--- config.mk ---
export PLATFORM = sky130hd
export DESIGN_NAME = encounter_roll
export DESIGN_NICKNAME = d
export VERILOG_FILES = /design/src/rtl/encounter_roll_pkg.sv /design/src/rtl/encounter_roll_rand_draw.sv /design/src/rtl/encounter_roll.sv
export SDC_FILE = /design/constraint.sdc
export NUM_CORES = 1
export LEC_CHECK = 0
export ABC_AREA = 1
export CAP_MARGIN = 20
export CORE_MARGIN = 2
export CORE_UTILIZATION = 35
export DETAILED_ROUTE_END_ITERATION = 7
export GPL_TIMING_DRIVEN = 1
export HOLD_SLACK_MARGIN = 0.1
export PLACE_DENSITY = 0.67
export SYNTH_ARGS = -nofsm -noshare
export SYNTH_HDL_FRONTEND = slang
export SYNTH_HIERARCHICAL = 1
export SYNTH_SLANG_ARGS = --single-unit
--- constraint.sdc ---
create_clock -name clk -period 2.07 [get_ports clk]
set_input_delay 0.414 -clock clk [delete_from_list [all_inputs] [get_ports clk]]
set_output_delay 0.414 -clock clk [all_outputs]
set_load 0.01 [all_outputs]
--- src/rtl/encounter_roll_pkg.sv ---
// Shared types and helpers for the wild-encounter generator.
package encounter_pkg;

  typedef enum logic [2:0] {
    IDLE,
    ROLL_ENC,
    ROLL_SPC,
    ROLL_LVL,
    PRESENT
  } enc_state_t;

  localparam int unsigned LVL_W = 7;

  // Species index width; a single bit is kept even for two species.
  function automatic int unsigned spc_width(input int unsigned n);
    return (n <= 2) ? 1 : $clog2(n);
  endfunction

endpackage

--- src/rtl/encounter_roll_rand_draw.sv ---
// One random draw: holds rnd_en for SKIP cycles and strobes sample on the last,
// when the LFSR output is the value to consume (before that edge's advance).
module rand_draw #(
  parameter int unsigned SKIP = 8
) (
  input  logic clk,
  input  logic rst_n,
  input  logic start,
  input  logic abort,
  output logic rnd_en,
  output logic sample
);

  localparam int unsigned CNT_W = (SKIP <= 2) ? 1 : $clog2(SKIP);
  localparam logic [CNT_W-1:0] LAST = CNT_W'(SKIP - 1);

  logic [CNT_W-1:0] cnt;

  // start is held for as long as draws are wanted; back-to-back draws just wrap.
  assign rnd_en = start && !abort;
  assign sample = rnd_en && (cnt == LAST);

  always_ff @(posedge clk or negedge rst_n) begin
    if (!rst_n) begin
      cnt <= '0;
    end else if (!rnd_en || sample) begin
      cnt <= '0;
    end else begin
      cnt <= cnt + 1'b1;
    end
  end

endmodule

--- src/rtl/encounter_roll.sv ---
// Wild-encounter generator: on a grass step, draws encounter/species/level bytes
// from the LFSR and presents the result over a valid/ready handshake.
module encounter_roll
  import encounter_pkg::*;
#(
  parameter int unsigned NUM_SPECIES = 6,
  parameter int unsigned ENC_RATE    = 26,
  parameter int unsigned LVL_MIN     = 2,
  parameter int unsigned LVL_SPAN    = 4,
  parameter int unsigned DRAW_SKIP   = 8,
  parameter int unsigned SAFE_STEPS  = 3
) (
  input  logic                                clk,
  input  logic                                rst_n,
  input  logic                                step,
  input  logic                                in_grass,
  input  logic [7:0]                          rnd,
  output logic                                rnd_en,
  output logic                                busy,
  output logic                                enc_valid,
  input  logic                                enc_ready,
  output logic [spc_width(NUM_SPECIES)-1:0]   enc_species,
  output logic [LVL_W-1:0]                    enc_level
);

  localparam int unsigned SPC_W = spc_width(NUM_SPECIES);
  localparam int unsigned CD_W  = (SAFE_STEPS < 2) ? 1 : $clog2(SAFE_STEPS + 1);

  generate
    if (NUM_SPECIES < 2 || NUM_SPECIES > 8) begin : g_bad_species
      $error("encounter_roll: NUM_SPECIES must be 2..8");
    end
    if (LVL_SPAN < 1 || LVL_SPAN > 64 || (LVL_SPAN & (LVL_SPAN - 1)) != 0) begin : g_bad_span
      $error("encounter_roll: LVL_SPAN must be a power of two in 1..64");
    end
    if (LVL_MIN + LVL_SPAN - 1 > 127) begin : g_bad_level
      $error("encounter_roll: highest level exceeds 127");
    end
    if (DRAW_SKIP < 1) begin : g_bad_skip
      $error("encounter_roll: DRAW_SKIP must be at least 1");
    end
  endgenerate

  enc_state_t       state, state_nxt;
  logic [CD_W-1:0]  cooldown, cooldown_nxt;
  logic [SPC_W-1:0] species_q, species_nxt;
  logic [LVL_W-1:0] level_q, level_nxt;

  logic draw_run;
  logic draw_abort;
  logic sample;
  logic enc_hit;
  logic spc_ok;
  logic [LVL_W-1:0] lvl_calc;

  assign draw_run   = (state == ROLL_ENC) || (state == ROLL_SPC) || (state == ROLL_LVL);
  assign draw_abort = (state == IDLE);

  rand_draw #(
    .SKIP (DRAW_SKIP)
  ) u_draw (
    .clk    (clk),
    .rst_n  (rst_n),
    .start  (draw_run),
    .abort  (draw_abort),
    .rnd_en (rnd_en),
    .sample (sample)
  );

  assign enc_hit  = 32'(rnd) < ENC_RATE;
  assign spc_ok   = 32'(rnd[SPC_W-1:0]) < NUM_SPECIES;
  assign lvl_calc = LVL_W'(LVL_MIN) + (LVL_W'(rnd) & LVL_W'(LVL_SPAN - 1));

  always_ff @(posedge clk or negedge rst_n) begin
    if (!rst_n) begin
      state     <= IDLE;
      cooldown  <= '0;
      species_q <= '0;
      level_q   <= '0;
    end else begin
      state     <= state_nxt;
      cooldown  <= cooldown_nxt;
      species_q <= species_nxt;
      level_q   <= level_nxt;
    end
  end

  // A rejected species draw stays in ROLL_SPC, so the draw unit keeps rnd_en high.
  always_comb begin
    state_nxt    = state;
    cooldown_nxt = cooldown;
    species_nxt  = species_q;
    level_nxt    = level_q;
    case (state)
      IDLE: begin
        if (step && in_grass) begin
          if (cooldown != '0) begin
            cooldown_nxt = cooldown - 1'b1;
          end else begin
            state_nxt = ROLL_ENC;
          end
        end
      end
      ROLL_ENC: begin
        if (sample) begin
          state_nxt = enc_hit ? ROLL_SPC : IDLE;
        end
      end
      ROLL_SPC: begin
        if (sample && spc_ok) begin
          species_nxt = rnd[SPC_W-1:0];
          state_nxt   = ROLL_LVL;
        end
      end
      ROLL_LVL: begin
        if (sample) begin
          level_nxt = lvl_calc;
          state_nxt = PRESENT;
        end
      end
      PRESENT: begin
        if (enc_ready) begin
          cooldown_nxt = CD_W'(SAFE_STEPS);
          state_nxt    = IDLE;
        end
      end
      default: state_nxt = IDLE;
    endcase
  end

  assign busy        = (state != IDLE);
  assign enc_valid   = (state == PRESENT);
  assign enc_species = species_q;
  assign enc_level   = level_q;

endmodule

==> results.md, run 1 <==
- Buffers inserted to repair hold after CTS numbered 0.
- The total wire length is ~1500 µm.
- Global routing used under 10% of the available met3 tracks.
- In this run the power spent charging and discharging nets is 424 µW.
- The leakage power is 0.583 nW.
- The mean area per synthesized cell is 7.60 µm².
- The clock latency of the later-clocked register in the worst-skew pair is roughly 0.27 ns.
- Yosys attributes the largest share of cell area to dfrtp_1 (43%), nand2_1 (13%), inv_1 (7.5%).
- The chip height is a little over 50 µm.
- The net switching share of the total power is roughly 38%.
- Setup violations remaining at the end of the flow were counted as 0.
- The final-report max-slew violation count is 0.
- The maximum number of buffers from clock root to sink is 2.
- The cell count after synthesis is around 110.
- After legalization and detailed placement, the total HPWL measured 1220 µm.
- The worst setup path is of the register to primary output kind.
- The detailed router placed between 700 and 800 vias in this run.
- In this design, the largest share of critical-path delay is due to buffers and inverters.
- The unique cell type count in the Yosys netlist is 21.
- In this run the number of H-tree levels came out at 1.
- The run finished with clean final reports.
- For this run, global-route usage on met1 was measured as about 17%.
- The reported max-cap violation count is 0.
- Counting the buffers created by CTS gives 3.
- For this block, the initial DRC count from the detailed router was 4.
- The slew of the pin with the lowest slew margin is a little over 0.6 ns.
- For this design the ratio of total power to cell area is slightly above 1000 nW/µm².
- The multi-input combinational cells in the finished layout cover a total of 362 µm².
- On the worst path, the slowest cell contributes a delay of around 0.52 ns.
- The clock group share of total power is about an eighth.
- The finished cells cover 1100 µm².
- The final routed wire length divided by cell count is slightly above 9 µm.
- Once layout is complete, the utilization of the core stands at about half.
- The area share of the largest cell type after synthesis is a little over two fifths.
- After filler insertion, the fill cell instance count of the layout stands at between 200 and 250.
- The internal power of the cells totals 692 µW.
- Global routing used around a fifth of the available met2 tracks.
- The largest net degree at the start of global routing is 15.
- The register bit count reported by yosys is 14.
- The signal on the critical path passes through nor2_4 > nand2_1 > inv_1 > clkdlybuf4s50_1.
- The cell with the largest stage delay on the worst path is clkdlybuf4s50_1.
- The initialized floorplan defines 17 standard-cell rows.
- Across every metal layer, demand over resource in global routing totals 13.2%.
- The number of design rule violations left after detail routing is 0.
- Setup repair after global routing left no endpoint under its margin.
- The kind of start point of the critical path is a register.
- At the end of routability-driven placement, the weighted congestion stood at roughly 0.84.
- The kind of end point of the critical path is a primary output.
- The count of pins on the block boundary is 26.
- After floorplanning, the core was sized to cover 2190 µm².
- The library cell with the largest summed area after synthesis is dfrtp_1.
- Setup total negative slack on the finished layout was measured at 0 ns.
- The synthesized cell area is about 810 µm².
- Leaving out fill and tap cells, the most frequent cell in the layout is nand2_1.
- The initial antenna violation count is 0.
- Hold is met by roughly 0.44 ns.
- The number of clock sinks is 14.
- The starting utilization of the core area is 36.8%.
- The final antenna diode count is 0.
- The count of buffers inserted at the top-level ports is 21.
- The wire length of the first global-routing pass is between 2000 and 3000 µm.
- TritonCTS built the clock tree.
- The die covers 2700 µm².
- The post-detailed-route count of antenna-violating nets is 0.
- IR analysis of the VDD net gives a maximum drop of 0.000679 V.
- Dividing the detail-routed via count by the number of cells gives around 4.3.
- During synthesis, Yosys emitted a total of 6 warnings.
- The root cell of the clock tree is clkbuf_4.
- The sequential fraction of design power is approximately 37%.
- The total placed instance area is roughly 1000 µm².
- Subtracting the final worst setup slack from the clock period gives a little under 2 ns.
- For this run, the post-layout net count is around 150.
- The headroom to the max-slew limit is between 50% and 60%.
- For the worst setup path, the data required time is around 1.7 ns.
- After clock tree synthesis, the clock-pin slew on the worst setup and hold paths is 0.07 ns.
- Of the cells placed in the final design, the portion with a size suffix greater than 1 is 17.2%.
- The sequential element share of the synthesized area is a little over two fifths.
- The library cells used most frequently in the layout, excluding fill and tap cells, are nand2_1 (27), clkdlybuf4s50_1 (20), inv_1 (16).
- The critical path contains buffers and inverters numbering 2 combined.
- The synthesis-to-finish area growth is 36.2%.
- The worst clock skew on the final layout is approximately 0.0025 ns.
- The highest achievable clock rate is slightly above 500 MHz.
- The number of global-route vias before repair is around 660.
- The leftover overflow at the end of global routing is 0.
- The final hold violation count is 0.
- The register area is 353 µm².
- Dividing the final minimum period by the clock period gives 94.3%.
- From left edge to right edge, the die measures roughly 52 µm.
- The routing layer with the top usage in global route is met2.
- The path class of the tightest hold or removal check is register to register.
- Combinational logic burns around 50% of the power.
- The arrival time reported for the critical path endpoint is 1.54 ns.
- For this run, the detailed router's first-pass iteration total came to 4.
- The largest fanout on the critical path is 5.
-- cell families after synthesis --
| group | after synthesis | share of synthesized area, % |
|---|---|---|
| other | 1 | 0.465 |
| DFF | 14 | 43.5 |
| and+or+nand+nor | 57 | 32.9 |
| adders and majority gates | 3 | 4.66 |
| AOI/OAI and AO/OA | 7 | 5.43 |
| buffers and inverters | 24 | 13.0 |
-- layer usage --
metal / routed length [µm] / vias up
li1: - / 370
met1: 703 / 308
met3: 53 / 4
met4: 32 / 0
met2: 718 / 19
met5: 0 / -
-- layout make-up --
class | instances | share of cell area [%]
clock buffer | 3 | 2.05
inverter | 20 | 6.84
multi-input combinational | 71 | 33.0
sequential | 14 | 32.2
tap | 28 | 3.19
timing repair buffer | 26 | 22.8
-- Yosys cell counts --
| library cell | instances |
|---|---|
| nand2_1 | 27 |
| nor3_1 | 2 |
| nand2_2 | 3 |
| nand3_2 | 2 |
| o21ai_0 | 1 |
| nor2_4 | 1 |
| inv_1 | 16 |
| buf_4 | 4 |
| nand2_4 | 1 |
| nor2_1 | 13 |
| nor2_2 | 1 |
| a21boi_2 | 1 |
| dfrtp_1 | 14 |
| nand3_1 | 6 |
| conb_1 | 1 |
| inv_2 | 4 |
| o21ai_1 | 3 |
| o21a_1 | 1 |
| nand3b_1 | 1 |
| ha_1 | 3 |
| a21oi_1 | 1 |
-- stage by stage --
stage	power, mW	worst slack, ns	cells
finish	1.12	0.119	162
floorplan	0.768	0.371	109
detailed placement	0.942	0.271	155
global placement	0.920	0.279	155
CTS	1.12	0.0170	161
global route	1.24	0.0297	162
-- final timing paths --
check	start	to	slack, ns	cells past startpoint
hold / removal	u_draw/cnt[0]$_DFF_PN0_	u_draw/cnt[0]$_DFF_PN0_	0.44	1
setup / recovery	state[1]$_DFFE_PN0P_	enc_valid	0.12	4
setup reg to reg	state[2]$_DFFE_PN0P_	enc_species[2]$_DFFE_PN0P_	0.35	9
max in group asynchronous	rst_n	state[0]$_DFFE_PN0P_	1.11	1
hold reg to reg	u_draw/cnt[0]$_DFF_PN0_	u_draw/cnt[0]$_DFF_PN0_	0.44	1
min in group asynchronous	rst_n	enc_level[1]$_DFFE_PN0P_	0.53	1
-- power by group through the flow --
stage / combinational [mW] / sequential, mW / clock (mW)
2_1_floorplan: 0.350 / 0.418 / 0
3_3_place_gp: 0.505 / 0.414 / 0
3_5_place_dp: 0.523 / 0.420 / 0
4_1_cts: 0.555 / 0.418 / 0.151
5_1_grt: 0.651 / 0.420 / 0.167
6_report: 0.560 / 0.413 / 0.143
-- registers in the layout, indices dropped and copies added, names as in the netlist --
register / count
enc_level: 3
u_draw/cnt: 3
state: 3
enc_species: 3
cooldown: 2
-- timing repair --
action | 4_1_cts | 5_1_grt
endpoints found under the setup margin | 1 | 1
gates resized for setup | 2 | 1
pin swaps | 1 | 0
endpoints found under the hold margin | 0 | 0
setup buffers | 3 | 1
(Power assumes the default switching activity.)
==> run 2, diff against run 1 <==
Settings changed: RECOVER_POWER set to 100.
==> results.md, run 2 (synthesized netlist as in run 1, its figures left out) <==
- The flow ran to the end, and the final reports show no timing, DRC or antenna violations.
- The arrival time reported for the critical path endpoint came to 1.54 ns (about the same).
- The CTS H-tree depth is 1 (unchanged).
- The largest net degree at the start of global routing is 15 (unchanged).
- The final antenna diode count is 0 (unchanged).
- The clock tree from TritonCTS is built.
- The TritonCTS buffer count is 3 (unchanged).
- The final-report max-slew violation count is 0 (unchanged).
- Setup repair after global routing left no endpoint under its margin.
- The class of the most critical setup path is register to primary output.
- The data required time of the worst path came to 1.66 ns (about the same).
- The number of global-route vias before repair is 659 (unchanged).
- The overall power of the completed layout is 1.07 mW (-3.9%).
- Relative to the synthesized area, the layout overhead comes to 32.8%.
- The final critical-path required period was 1.95 ns (+0.00169 ns).
- The maximum number of buffers from clock root to sink is 2 (unchanged).
- The number of design rule violations left after detail routing is 0 (unchanged).
- STA classifies the critical path endpoint as a primary output.
- The worst clock skew on the final layout is 0.00346 ns (+0.000939 ns).
- The power density relative to cell area is 1000 nW/µm² (-1.4%).
- The final routed wire length divided by cell count was 9.43 µm (+1.3%).
- The cell sitting at the root of the clock tree is a clkbuf_4.
- The post-detailed-route count of antenna-violating nets was 0 (unchanged).
- The width of the die is 52.0 µm (unchanged).
- The min-delay analysis places its worst path in the category register to register.
- The wire length of the first global-routing pass was 2620 µm (unchanged).
- The starting utilization of the core area is 36.8% (unchanged).
- The number of detailed-route iterations in the first pass came to 2 (-2).
- The chip height is 52.0 µm (unchanged).
- The cell with the largest stage delay on the worst path is clkdlybuf4s50_1.
- The initial antenna violation count is 0 (unchanged).
- The total vias in the final route is 689 (-1.7%).
- The detailed router's first-iteration violation count is 7 (+3).
- The total of hold buffers inserted after clock tree synthesis came to 0 (unchanged).
- The slew of the pin with the lowest slew margin is 0.614 ns (+0.00285 ns).
- The final hold violation count came to 0 (unchanged).
- The core box area is 2190 µm² (unchanged).
- The routed via count divided by cell count came to 4.25 (-1.7%).
- The signal on the critical path passes through nor2_4 > nand2_1 > inv_1 > clkdlybuf4s50_1.
- The number of endpoints failing setup at the final stage came to 0 (unchanged).
- The count of buffers inserted at the top-level ports was 21 (unchanged).
- The library cell used most frequently in the layout, excluding fill and tap cells, is nand2_1.
- The reported max-cap violation count came to 0 (unchanged).
- The setup slack after placement came to 0.271 ns (unchanged).
- The leakage power was 0.570 nW (-2.2%).
- The final net count is 152 (unchanged).
- The global-route usage over all layers is 13.2% (unchanged).
- The highest achievable clock rate is 512 MHz (about the same).
- The setup TNS was 0 ns (unchanged).
- The tightest hold margin is 0.442 ns (+0.00201 ns).
- The worst setup path is launched from a register.
- The count of pins on the block boundary is 26 (unchanged).
- The clock latency of the later-clocked register in the worst-skew pair is 0.27 ns (about the same).
- The number of clock sinks is 14 (unchanged).
- The headroom to the max-slew limit is 58.9% (-0.20 points).
- The half-perimeter wire length after placement came to 1220 µm (unchanged).
- The clock slew seen by the registers of the worst setup and hold paths was 0.08 ns (about the same).
- The total die area is 2700 µm² (unchanged).
- The total wire length is 1530 µm (+1.3%).
- The post-route clock period utilization is 94.3% (about the same).
- In the layout the commonest cells are nand2_1 (28), inv_1 (17), nor2_1 (13), clkdlybuf4s50_1 (13), dfrtp_1 (12).
- The largest fanout on the critical path is 5 (unchanged).
- The total number of placement rows was 17 (unchanged).
- The leftover overflow at the end of global routing was 0 (unchanged).
- The setup slack after layout is 0.117 ns (-0.00169 ns).
- The final RePlAce weighted congestion is 0.837 (unchanged).
- The share of post-route cells with drive strength above 1 was 12.7% (-4.5 points).
- The utilization after layout is 48.8% (-1.3 points).
- The worst supply voltage drop on vdd came to 0.000613 V (-9.7%).
- The number of filler cells placed in the layout is 209 (+3.5%).
- The biggest cell delay along the critical path was 0.52 ns (about the same).
## run 2: metrics by stage
step           std cells  instance area [µm²]
2_1_floorplan        109                  817
3_3_place_gp         155                 1040
3_5_place_dp         155                 1040
4_1_cts              161                 1090
5_1_grt              162                 1070
6_report             162                 1070
## run 2: final cells by class
class                   count  area (µm²)  area share, %
inverters                  20        75.1           7.02
clock buffers               3        22.5           2.11
well taps                  28        35.0           3.27
flip-flops and latches     14         353           33.0
multi-input cells          71         350           32.7
repair buffers             26         234           21.9
## run 2: final timing paths
path	end	depth (start not counted)	start	slack (ns)
hold reg to reg	u_draw/cnt[0]$_DFF_PN0_	1	u_draw/cnt[0]$_DFF_PN0_	0.44
setup reg to reg	enc_species[2]$_DFFE_PN0P_	9	state[2]$_DFFE_PN0P_	0.33
setup / recovery	enc_valid	4	state[1]$_DFFE_PN0P_	0.12
max in group asynchronous	state[0]$_DFFE_PN0P_	1	rst_n	1.04
min in group asynchronous	enc_level[1]$_DFFE_PN0P_	1	rst_n	0.59
hold / removal	u_draw/cnt[0]$_DFF_PN0_	1	u_draw/cnt[0]$_DFF_PN0_	0.44
## run 2: report_power, final
group | internal (mW) | total [mW] | leakage [nW] | switching (mW)
registers | 0.358 | 0.412 | 0.172 | 0.0548
logic | 0.229 | 0.516 | 0.384 | 0.287
clock network | 0.0673 | 0.144 | 0.0138 | 0.0770
## run 2: what timing repair did
item / CTS / global route
pin swaps: 1 / 0
setup endpoints to repair: 1 / 1
buffers inserted: 3 / 1
gates resized for setup: 2 / 1
## run 2: critical path: cells and delay by family (launching register included)
kind | cells | cell delay, ns
buffers and inverters | 2 | 0.58
AND/OR/NAND/NOR | 2 | 0.24
flip-flops | 1 | 0.45
## run 2: layer usage
metal	global-route usage, %	routed length, µm
met1	16.5	710
met2	20.9	735
met3	1.72	48
met4	9.21	33
met5	0	0
